**src/rtl/reg_pkg.sv**
```systemverilog
// Register-file shared constants and the dump sequencer state type.
// Imported by the register file and by reg_dump_reader.
package reg_pkg;

    localparam int REG_W = 8;
    localparam int REG_D = 4;

    typedef enum logic [1:0] {
        IDLE  = 2'd0,
        RUN   = 2'd1,
        DRAIN = 2'd2
    } dump_state_t;

endpackage

```
**src/rtl/reg_dump_reader.sv**
```systemverilog
// Walks a wrapping register range on read port A and streams (addr, data)
// beats out over valid/ready. Ports: Clk/Reset_n, Start/Abort/FirstAddr/
// LastAddr control, RaddrA/DataOutA read port, Str* stream, Busy/Done status.
module reg_dump_reader
    import reg_pkg::*;
#(
    parameter int W = REG_W,
    parameter int D = REG_D
) (
    input  logic         Clk,
    input  logic         Reset_n,
    input  logic         Start,
    input  logic         Abort,
    input  logic [D-1:0] FirstAddr,
    input  logic [D-1:0] LastAddr,
    output logic [D-1:0] RaddrA,
    input  logic [W-1:0] DataOutA,
    output logic         StrValid,
    input  logic         StrReady,
    output logic [D-1:0] StrAddr,
    output logic [W-1:0] StrData,
    output logic         Busy,
    output logic         Done
);

    localparam logic [D-1:0] PTR_ONE = D'(1);

    dump_state_t  state_q, state_d;
    logic [D-1:0] ptr_q, ptr_d;
    logic [D-1:0] last_q, last_d;
    logic         vld_d, busy_d, done_d;
    logic [D-1:0] addr_d;
    logic [W-1:0] data_d;
    logic         ld;
    logic         hs;

    assign RaddrA = ptr_q;

    // The output register refills whenever it is empty or being drained,
    // so StrReady only reaches the register enables, never the outputs.
    assign ld = (state_q == RUN) && (!StrValid || StrReady);
    assign hs = StrValid && StrReady;

    always_ff @(posedge Clk or negedge Reset_n) begin
        if (!Reset_n) begin
            state_q  <= IDLE;
            ptr_q    <= '0;
            last_q   <= '0;
            StrValid <= 1'b0;
            StrAddr  <= '0;
            StrData  <= '0;
            Busy     <= 1'b0;
            Done     <= 1'b0;
        end else begin
            state_q  <= state_d;
            ptr_q    <= ptr_d;
            last_q   <= last_d;
            StrValid <= vld_d;
            StrAddr  <= addr_d;
            StrData  <= data_d;
            Busy     <= busy_d;
            Done     <= done_d;
        end
    end

    always_comb begin
        state_d = state_q;
        ptr_d   = ptr_q;
        last_d  = last_q;
        vld_d   = StrValid;
        addr_d  = StrAddr;
        data_d  = StrData;
        busy_d  = Busy;
        done_d  = 1'b0;

        unique case (state_q)
            IDLE: begin
                if (Start && !Abort) begin
                    ptr_d   = FirstAddr;
                    last_d  = LastAddr;
                    busy_d  = 1'b1;
                    state_d = RUN;
                end
            end
            RUN: begin
                if (Abort) begin
                    vld_d   = 1'b0;
                    busy_d  = 1'b0;
                    state_d = IDLE;
                end else if (ld) begin
                    data_d = DataOutA;
                    addr_d = ptr_q;
                    vld_d  = 1'b1;
                    if (ptr_q == last_q) begin
                        state_d = DRAIN;
                    end else begin
                        ptr_d = ptr_q + PTR_ONE;
                    end
                end
            end
            DRAIN: begin
                if (Abort) begin
                    vld_d   = 1'b0;
                    busy_d  = 1'b0;
                    state_d = IDLE;
                end else if (hs) begin
                    vld_d   = 1'b0;
                    busy_d  = 1'b0;
                    done_d  = 1'b1;
                    state_d = IDLE;
                end
            end
            default: begin
                vld_d   = 1'b0;
                busy_d  = 1'b0;
                state_d = IDLE;
            end
        endcase
    end

endmodule

```
**config.mk**
```make
export PLATFORM = sky130hd
export DESIGN_NAME = reg_dump_reader
export DESIGN_NICKNAME = d
export VERILOG_FILES = /design/src/rtl/reg_pkg.sv /design/src/rtl/reg_dump_reader.sv
export SDC_FILE = /design/constraint.sdc
export NUM_CORES = 1
export LEC_CHECK = 0
export ABC_CLOCK_PERIOD_IN_PS = 1600
export BUFFER_PORTS_ARGS = -buffer_cell sky130_fd_sc_hd__buf_2
export CAP_MARGIN = 20
export CORE_UTILIZATION = 49
export DETAILED_ROUTE_END_ITERATION = 10
export PLACE_DENSITY = 0.88
export SLEW_MARGIN = 30
export SYNTH_ARGS = -nofsm -noshare
export SYNTH_HDL_FRONTEND = slang
export SYNTH_SLANG_ARGS = --single-unit
export TNS_END_PERCENT = 10
```
**constraint.sdc**
```tcl
create_clock -name Clk -period 1.6 [get_ports Clk]
set_clock_uncertainty 0.05 [all_clocks]
set_input_delay 0.4 -clock Clk [delete_from_list [all_inputs] [get_ports Clk]]
set_output_delay 0.4 -clock Clk [all_outputs]
set_load 0.02 [all_outputs]
```
## Word level (Yosys, flattened, before mapping)

Cells that the tools add are included.

- Memories: 0
- Latch bits: 0
- Output and inout bits: 19
- Input bits: 21
- ROM bits: 0
- Memory bits (writable): 0
- Register bits after elaboration: 25

- Div/mod/pow operators: 0
- Reduce and logical (&&, ||, !) cells: 14
- Equal/unequal tests: 11
- Bitwise logic cells: 2
- Mux-type cells: 23
- Multipliers: 0
- $lt $le $gt $ge: 0
- Shift-type cells: 0
- Add/subtract/negate cells: 1

Operators with widths:

| kind | number |
|---|---|
| 4-bit 2-to-1 mux | 4 |
| 2-bit 2-to-1 mux | 6 |
| 2-bit != test (second input constant) | 5 |
| 1-bit 2-to-1 mux | 9 |
| 3-bit AND reduction | 3 |
| 4-bit one-hot mux with 2 select lines | 1 |
| 3-bit != test (second input constant) | 2 |
| 1-bit one-hot mux with 3 select lines | 2 |
| 2-bit one-hot mux with 3 select lines | 1 |
| 5-bit AND reduction | 1 |
| 4-bit by 1-bit adder with 4-bit output (second input constant) | 1 |
| 4-bit equality test | 1 |
| 4-bit AND reduction | 1 |
| 1-bit logical AND | 3 |
| 3-bit by 2-bit != test with 1-bit output (second input constant) | 1 |
| 2-bit by 1-bit equality test with 1-bit output (second input constant) | 1 |
| 2-bit equality test (second input constant) | 1 |
| 1-bit zero test | 2 |
| 2-bit zero test | 1 |
| 1-bit NOT | 2 |
| 2-bit AND reduction | 1 |
| 2-bit nonzero test | 1 |
| 1-bit logical OR | 1 |

## Longest topological paths before layout

Gate-level depths: netlist of run 1.

- Depth after elaboration: 6
- Gate-level depth with buffers: 6
- Depth with buffers taken out: 4

## Worst setup path after synthesis of run 1

OpenSTA, ideal clock, no wires.

- Kind: flip-flop to flip-flop
- Start: reg ptr_q[0], in the netlist RaddrA[0]
- End: reg ptr_q[1], in the netlist RaddrA[1]
- Setup slack: 0.004 ns
- Library setup time: 0.128 ns
- Cell stages (with the launch flop): 5
- Arrival time: 1.418 ns
- Cell sequence: dfrtp_1 > xnor2_1 > nand4_2 > a21oi_2 > mux2_1

- Longest elaborated chain between the ends: 5
- Elaborated cells on any way between the ends: 8

RTL lines:

| item | line | text |
|---|---|---|
| start: declaration | reg_dump_reader.sv:29 | `logic [D-1:0] ptr_q, ptr_d;` |
| start signal: assignment | reg_dump_reader.sv:56 | `ptr_q <= ptr_d;` |
| 4-bit by 1-bit adder with 4-bit output | reg_dump_reader.sv:97 | `ptr_d = ptr_q + PTR_ONE;` |
| 4-bit 2-to-1 mux | reg_dump_reader.sv:94 | `if (ptr_q == last_q) begin` |
| 4-bit 2-to-1 mux | reg_dump_reader.sv:90 | `end else if (ld) begin` |
| 4-bit 2-to-1 mux | reg_dump_reader.sv:86 | `if (Abort) begin` |
| 4-bit one-hot mux with 2 select lines | reg_dump_reader.sv:76 | `unique case (state_q)` |

Parallel ways exist; a longest one is shown, timed or not. The select of a mux whose other input is x is not followed.
A chain may end at the register's enable or synchronous reset.

## Final worst setup path of run 1

- Start: reg ptr_q[0], in the netlist RaddrA[0]
- End: out RaddrA[0]

RTL lines:

| item | line | text |
|---|---|---|
| end: declaration | reg_dump_reader.sv:16 | `output logic [D-1:0] RaddrA,` |

No word-level cell between the ends.

==> flow_metrics.env, run 1 <==
export IMPL_status="finished clean"
export IMPL_gp_congestion=0.8956
export IMPL_design_area_sq_mm=0.001511
export IMPL_cts_max_level=1
export IMPL_cts_root_buf="clkbuf_4"
export IMPL_die_area_sq_mm=0.002658
export IMPL_synthSimpleGateAreaFrac_pct=25.26
export IMPL_synth_compound_area_share_pct=8.732
export IMPL_max_stage_delay_ns=0.49
export IMPL_route_detailed_drc=0
export IMPL_diodes=0
export IMPL_tns_ns=0
export IMPL_die_y_um=51.56
export IMPL_grt_max_degree=26
export IMPL_max_clock_freq_ghz=0.6403
export IMPL_synthAdderAreaFrac_pct=1.040
export IMPL_ir_drop_v=0.001152
export IMPL_path_buf_inv=2
export IMPL_yosysSeqAreaShare_pct=51.98
export IMPL_rows=17
export IMPL_post_drt_wl_per_cell_um=13.73
export IMPL_place_hpwl_mm=2.029
export IMPL_synth_seq_cells=25
export IMPL_synth_nets=143
export IMPL_syn_avg_cell_area_sq_um=9.948
export IMPL_vias_per_cell=5.221
export IMPL_critPathArrivalTime_ns=1.11
export IMPL_area_growth_pct=25.57
export IMPL_synthXorXnorAreaFrac_pct=3.534
export IMPL_setup_viol=0
export IMPL_p_per_area_mw_per_mm2=2004
export IMPL_cts_buffer_depth=2
export IMPL_vias=1018
export IMPL_path_clk_slew_ns=0.14
export IMPL_antenna_found_initial=0
export IMPL_period_needed_ns=1.562
export IMPL_final_hold_violation_count=0
export IMPL_fin_crit_sh_pct=97.61
export IMPL_dieWidth_um=51.56
export IMPL_startpoint_type="flip-flop"
export IMPL_wl_mm=2.678
export IMPL_drt_iter0_drc=14
export IMPL_yosysTopAreaCell="dfrtp_1"
export IMPL_tightestPinTransition_ns=0.5434
export IMPL_fin_nets=190
export IMPL_drive_above_1_share_pct=40.72
export IMPL_p_leak_nw=0.7738
export IMPL_tritoncts="built"
export IMPL_critPathKind="flip-flop to output pin"
export IMPL_placed_area_sq_mm=0.001444
export IMPL_endpoint_kind="output pin"
export IMPL_initial_utilization_pct=53.39
export IMPL_overflow=0
export IMPL_clk_latency_ns=0.33
export IMPL_grt_setup_unrepaired="true"
export IMPL_cp_top_family="flip-flops"
export IMPL_pre_cts_ws_ns=-0.03377
export IMPL_yosys_warnings=0
export IMPL_synth_edf_count=0
export IMPL_postRouteAntennaNets=0
export IMPL_postSynthCellCount=121
export IMPL_setup_ws_ns=0.03830
export IMPL_slowest_stage="dfrtp_2"
export IMPL_synthFlopType="dfrtp_1"
export IMPL_portBuffers=39
export IMPL_synth_mux_area_share_pct=5.925
export IMPL_drv_cap=0
export IMPL_yosysUniqueCellTypes=35
export IMPL_synth_top_family_by_area="simple AND/OR/NAND/NOR gates"
export IMPL_first_global_vias=1044
export IMPL_async_flop_share_pct=100.0
export IMPL_synthTopCellsByArea="dfrtp_1 (52%), nand2_1 (13%), mux2_2 (3.7%)"
export IMPL_dr_pass1_iters=4
export IMPL_path_cells="buf_6 > buf_2"
export IMPL_synth_area_sq_mm=0.001204
export IMPL_cp_max_fo=5
export IMPL_max_slew_margin_pct=63.78
export IMPL_drv_slew=0
export IMPL_grt_pass1_wl_mm=4.519
export IMPL_layout_common_cells="nand2_1 (42), buf_2 (39), dfrtp_1 (23)"
export IMPL_groute_usage_overall_pct=23.93
export IMPL_io_pins=40
export IMPL_required_ns=1.15
export IMPL_core_area_sq_mm=0.002255
export IMPL_layout_commonest_cell="nand2_1"
export IMPL_cts_sinks=25
export IMPL_cts_buffers=3
export IMPL_yosysTopAreaCellShare_pct=51.98
export IMPL_hp_class="input port to flip-flop"
-- worst paths after layout --
| kind | end | slack, ns | cells after the start | startpoint |
|---|---|---|---|---|
| hold reg to reg | StrData[7] | 0.44 | 2 | StrData[7] |
| min in group asynchronous | StrData[1] | 0.52 | 2 | Reset_n |
| max in group asynchronous | RaddrA[0] | 0.60 | 2 | Reset_n |
| setup / recovery | RaddrA[0] | 0.04 | 2 | RaddrA[0] |
| setup reg to reg | RaddrA[1] | 0.08 | 4 | RaddrA[1] |
| hold / removal | StrData[7] | 0.19 | 3 | DataOutA[7] |
-- power by group --
group | internal, mW | switching (mW) | leakage (nW)
sequential | 0.918 | 0.265 | 0.301
combinational | 0.687 | 0.870 | 0.459
clock | 0.0959 | 0.193 | 0.0139
-- worst reg2reg max path, delay by kind of cell, from the launching register on --
kind	cells	cell delay [ns]
DFF	1	0.49
muxes	1	0.34
AOI/OAI and AO/OA	1	0.19
xor gates and xnor gates	1	0.18
and+or+nand+nor	1	0.16
-- synthesized netlist by cell type, drive strengths merged (2+ instances only) --
master  instances
mux2            6
dfrtp          25
o21ai           4
nor2            6
nor2b           2
nor4            2
inv             2
a21oi           4
buf             4
xnor2           4
nand2          42
nand4           2
nand3           5
-- layout make-up --
type,count,area (sq um)
Tap cell,28,35.03
Clock inverter,1,7.507
Inverter,2,7.507
Timing Repair Buffer,46,254.0
Fill cell,191,743.2
Multi-Input combinational cell,90,556.8
Clock buffer,3,22.52
Sequential cell,25,628.1
-- cell families (layout without fill, tap and decap cells) --
logic type               Yosys count  in the layout
XOR/XNOR                           4              4
AND/OR/NAND/NOR                   64             64
flip-flops                        25             25
adder cells (fa/ha/maj)            1              1
multiplexers                       6              6
buffers and inverters              6             52
AO/OA/AOI/OAI                     15             15
-- metal layers --
| layer | vias up | global-route usage [%] | share of wire [%] |
|---|---|---|---|
| li1 | 500 | - | - |
| met1 | 476 | 29.04 | 42 |
| met2 | 37 | 40.48 | 49 |
| met3 | 5 | 5.848 | 6.9 |
| met4 | 0 | 9.910 | 1.7 |
| met5 | - | 0 | 0 |
-- state kept, by name, summed over array words and instances (netlist names) --
signal,cells
StrValid,1
RaddrA,4
StrData,8
StrAddr,4
state_q,2
last_q,4
Done,1
Busy,1
-- per-stage QoR --
step | util, % | hold WS, ns | total power, mW | cells
after floorplan | - | 0.05441 | 2.194 | 121
after global placement | 64.04 | 0.3613 | 2.592 | 190
after detailed placement | 64.04 | 0.3644 | 2.681 | 190
after CTS | 65.87 | 0.1849 | 2.978 | 195
after global routing | 67.04 | 0.1834 | 3.253 | 195
final | 67.04 | 0.1937 | 3.029 | 195
-- timing repair --
action / CTS / global route
setup buffers: 0 / 0
cloned: 0 / 0
gates resized for setup: 1 / 5
hold buffers: 1 / 0
endpoints found under the hold margin: 15 / 0
pin swaps: 0 / 1
setup endpoints to repair: 1 / 4
(Power assumes the default switching activity.)
==> run 2, diff against run 1 <==
--- a/config.mk
+++ b/config.mk
@@ -8,9 +8,12 @@
 export ABC_CLOCK_PERIOD_IN_PS = 1600
 export BUFFER_PORTS_ARGS = -buffer_cell sky130_fd_sc_hd__buf_2
 export CAP_MARGIN = 20
-export CORE_UTILIZATION = 49
+export CELL_PAD_IN_SITES_DETAIL_PLACEMENT = 0
+export CELL_PAD_IN_SITES_GLOBAL_PLACEMENT = 1
+export CORE_ASPECT_RATIO = 1.2
+export CORE_UTILIZATION = 36
 export DETAILED_ROUTE_END_ITERATION = 10
-export PLACE_DENSITY = 0.88
+export PLACE_DENSITY = 0.87
 export SLEW_MARGIN = 30
 export SYNTH_ARGS = -nofsm -noshare
 export SYNTH_HDL_FRONTEND = slang
==> run 2 against run 1 <==
  * Total power decreased by 3.1%
  * Sequential share of layout area is 0.54 points higher
  * Combinational power decreased by 4%
==> flow_metrics.env, run 2 (synthesized netlist as in run 1, its figures left out) <==
export IMPL_startpoint_type="flip-flop"
export IMPL_cts_buffers=3
export IMPL_vias_per_cell=4.970
export IMPL_path_cells="xnor2_1 > nand4_2 > a21oi_2 > mux2_1"
export IMPL_wl_mm=2.554
export IMPL_cts_buffer_depth=2
export IMPL_place_hpwl_mm=2.018
export IMPL_drv_slew=0
export IMPL_top_register="StrData"
export IMPL_switchingPower_mw=1.259
export IMPL_cts_root_buf="clkbuf_4"
export IMPL_status="finished clean"
export IMPL_dr_pass1_iters=2
export IMPL_period_needed_ns=1.557
export IMPL_first_global_vias=1002
export IMPL_hold_slack_ns=0.004435
export IMPL_largest_register_ffs=8
export IMPL_switching_share_pct=42.89
export IMPL_internal_power_mw=1.676
export IMPL_power_mw=2.936
export IMPL_grt_max_degree=26
export IMPL_max_clock_freq_ghz=0.6422
export IMPL_grt_setup_unrepaired="true"
export IMPL_ir_drop_v=0.001061
export IMPL_area_growth_pct=23.70
export IMPL_pwr_share_clk_pct=9.4
export IMPL_path_clk_slew_ns=0.13
export IMPL_max_slew_margin_pct=63.42
export IMPL_grt_pass1_wl_mm=4.243
export IMPL_critPathKind="flip-flop to flip-flop"
export IMPL_final_util_pct=47.87
export IMPL_cts_setup_buffers=0
export IMPL_groute_usage_overall_pct=16.08
export IMPL_post_drt_wl_per_cell_um=12.58
export IMPL_fin_nets=190
export IMPL_p_leak_nw=0.7640
export IMPL_seq_power_share_pct=39.4
export IMPL_dieWidth_um=54.79
export IMPL_vias=1009
export IMPL_rows=22
export IMPL_antenna_found_initial=0
export IMPL_diodes=0
export IMPL_cts_hold_buffers=0
export IMPL_reg2reg_depth=4
export IMPL_io_pins=40
export IMPL_die_area_sq_mm=0.003580
export IMPL_gp_congestion=0.8380
export IMPL_required_ns=1.76
export IMPL_portBuffers=39
export IMPL_critPathArrivalTime_ns=1.72
export IMPL_postRouteAntennaNets=0
export IMPL_p_per_area_mw_per_mm2=1972
export IMPL_slowest_stage="dfrtp_1"
export IMPL_drt_iter0_drc=4
export IMPL_die_y_um=65.34
export IMPL_max_stage_delay_ns=0.46
export IMPL_clk_latency_ns=0.31
export IMPL_hp_class="input port to async pin"
export IMPL_setup_viol=0
export IMPL_drive_above_1_share_pct=38.32
export IMPL_endpoint_kind="flip-flop"
export IMPL_overflow=0
export IMPL_cp_max_fo=5
export IMPL_n_fill_cell=314
export IMPL_initial_utilization_pct=38.70
export IMPL_layout_commonest_cell="nand2_1"
export IMPL_cts_max_level=1
export IMPL_fin_cells=203
export IMPL_route_detailed_drc=0
export IMPL_core_area_sq_mm=0.003110
export IMPL_dp_cells=199
export IMPL_tightestPinTransition_ns=0.5488
export IMPL_tns_ns=0
export IMPL_cts_sinks=25
export IMPL_fin_crit_sh_pct=97.32
export IMPL_drv_cap=0
export IMPL_layout_common_cells="nand2_1 (42), buf_2 (39), dfrtp_1 (24)"
export IMPL_cts_repair_resized=0
export IMPL_tritoncts="built"
export IMPL_combPwrFrac_pct=51.3
export IMPL_final_hold_violation_count=0
[run 2: layout make-up]
type	instances	area (sq um)	share of cell area (%)
clock buffers	4	26.28	1.765
well taps	36	45.04	3.025
repair buffers	46	247.7	16.64
multi-input cells	90	535.5	35.97
flip-flops and latches	25	626.9	42.10
inverters	2	7.507	0.5042
[run 2: layer usage]
metal	share of wire (%)	track usage, %	vias to the layer above
li1	-	-	504
met3	6.1	2.778	3
met1	42	18.46	469
met4	0.82	4.808	0
met5	0	0	-
met2	51	28.92	33
[run 2: critical path, delay by kind of cell, from the launching register on]
kind	cells	cell delay, ns
simple gates	1	0.19
xor+xnor	1	0.22
compound gates	1	0.21
flops	1	0.46
mux	1	0.33
[run 2: power groups by stage]
| stage | Clock, mW | Sequential, mW | Combinational [mW] |
|---|---|---|---|
| finish | 0.275 | 1.16 | 1.50 |
| global route | 0.319 | 1.20 | 1.66 |
| CTS | 0.292 | 1.16 | 1.53 |
| detailed placement | 0 | 1.17 | 1.52 |
| global placement | 0 | 1.16 | 1.48 |
| floorplan | 0 | 1.40 | 0.797 |
[run 2: metrics by stage]
step / worst slack (ns) / instance area [sq um]
2_1_floorplan: 0.004272 / 1204
3_3_place_gp: 0.06609 / 1461
3_5_place_dp: 0.03217 / 1461
4_1_cts: 0.02776 / 1488
5_1_grt: -0.001760 / 1489
6_report: 0.04287 / 1489
[run 2: final timing paths]
path / start / endpoint / slack (ns)
hold / removal: Reset_n / last_q[3] / 0.004
max in group asynchronous: Reset_n / RaddrA[0] / 1.10
setup / recovery: RaddrA[1] / RaddrA[1] / 0.04
min in group Clk: DataOutA[7] / StrData[7] / 0.22
setup reg to reg: RaddrA[1] / RaddrA[1] / 0.04
hold reg to reg: StrData[7] / StrData[7] / 0.44
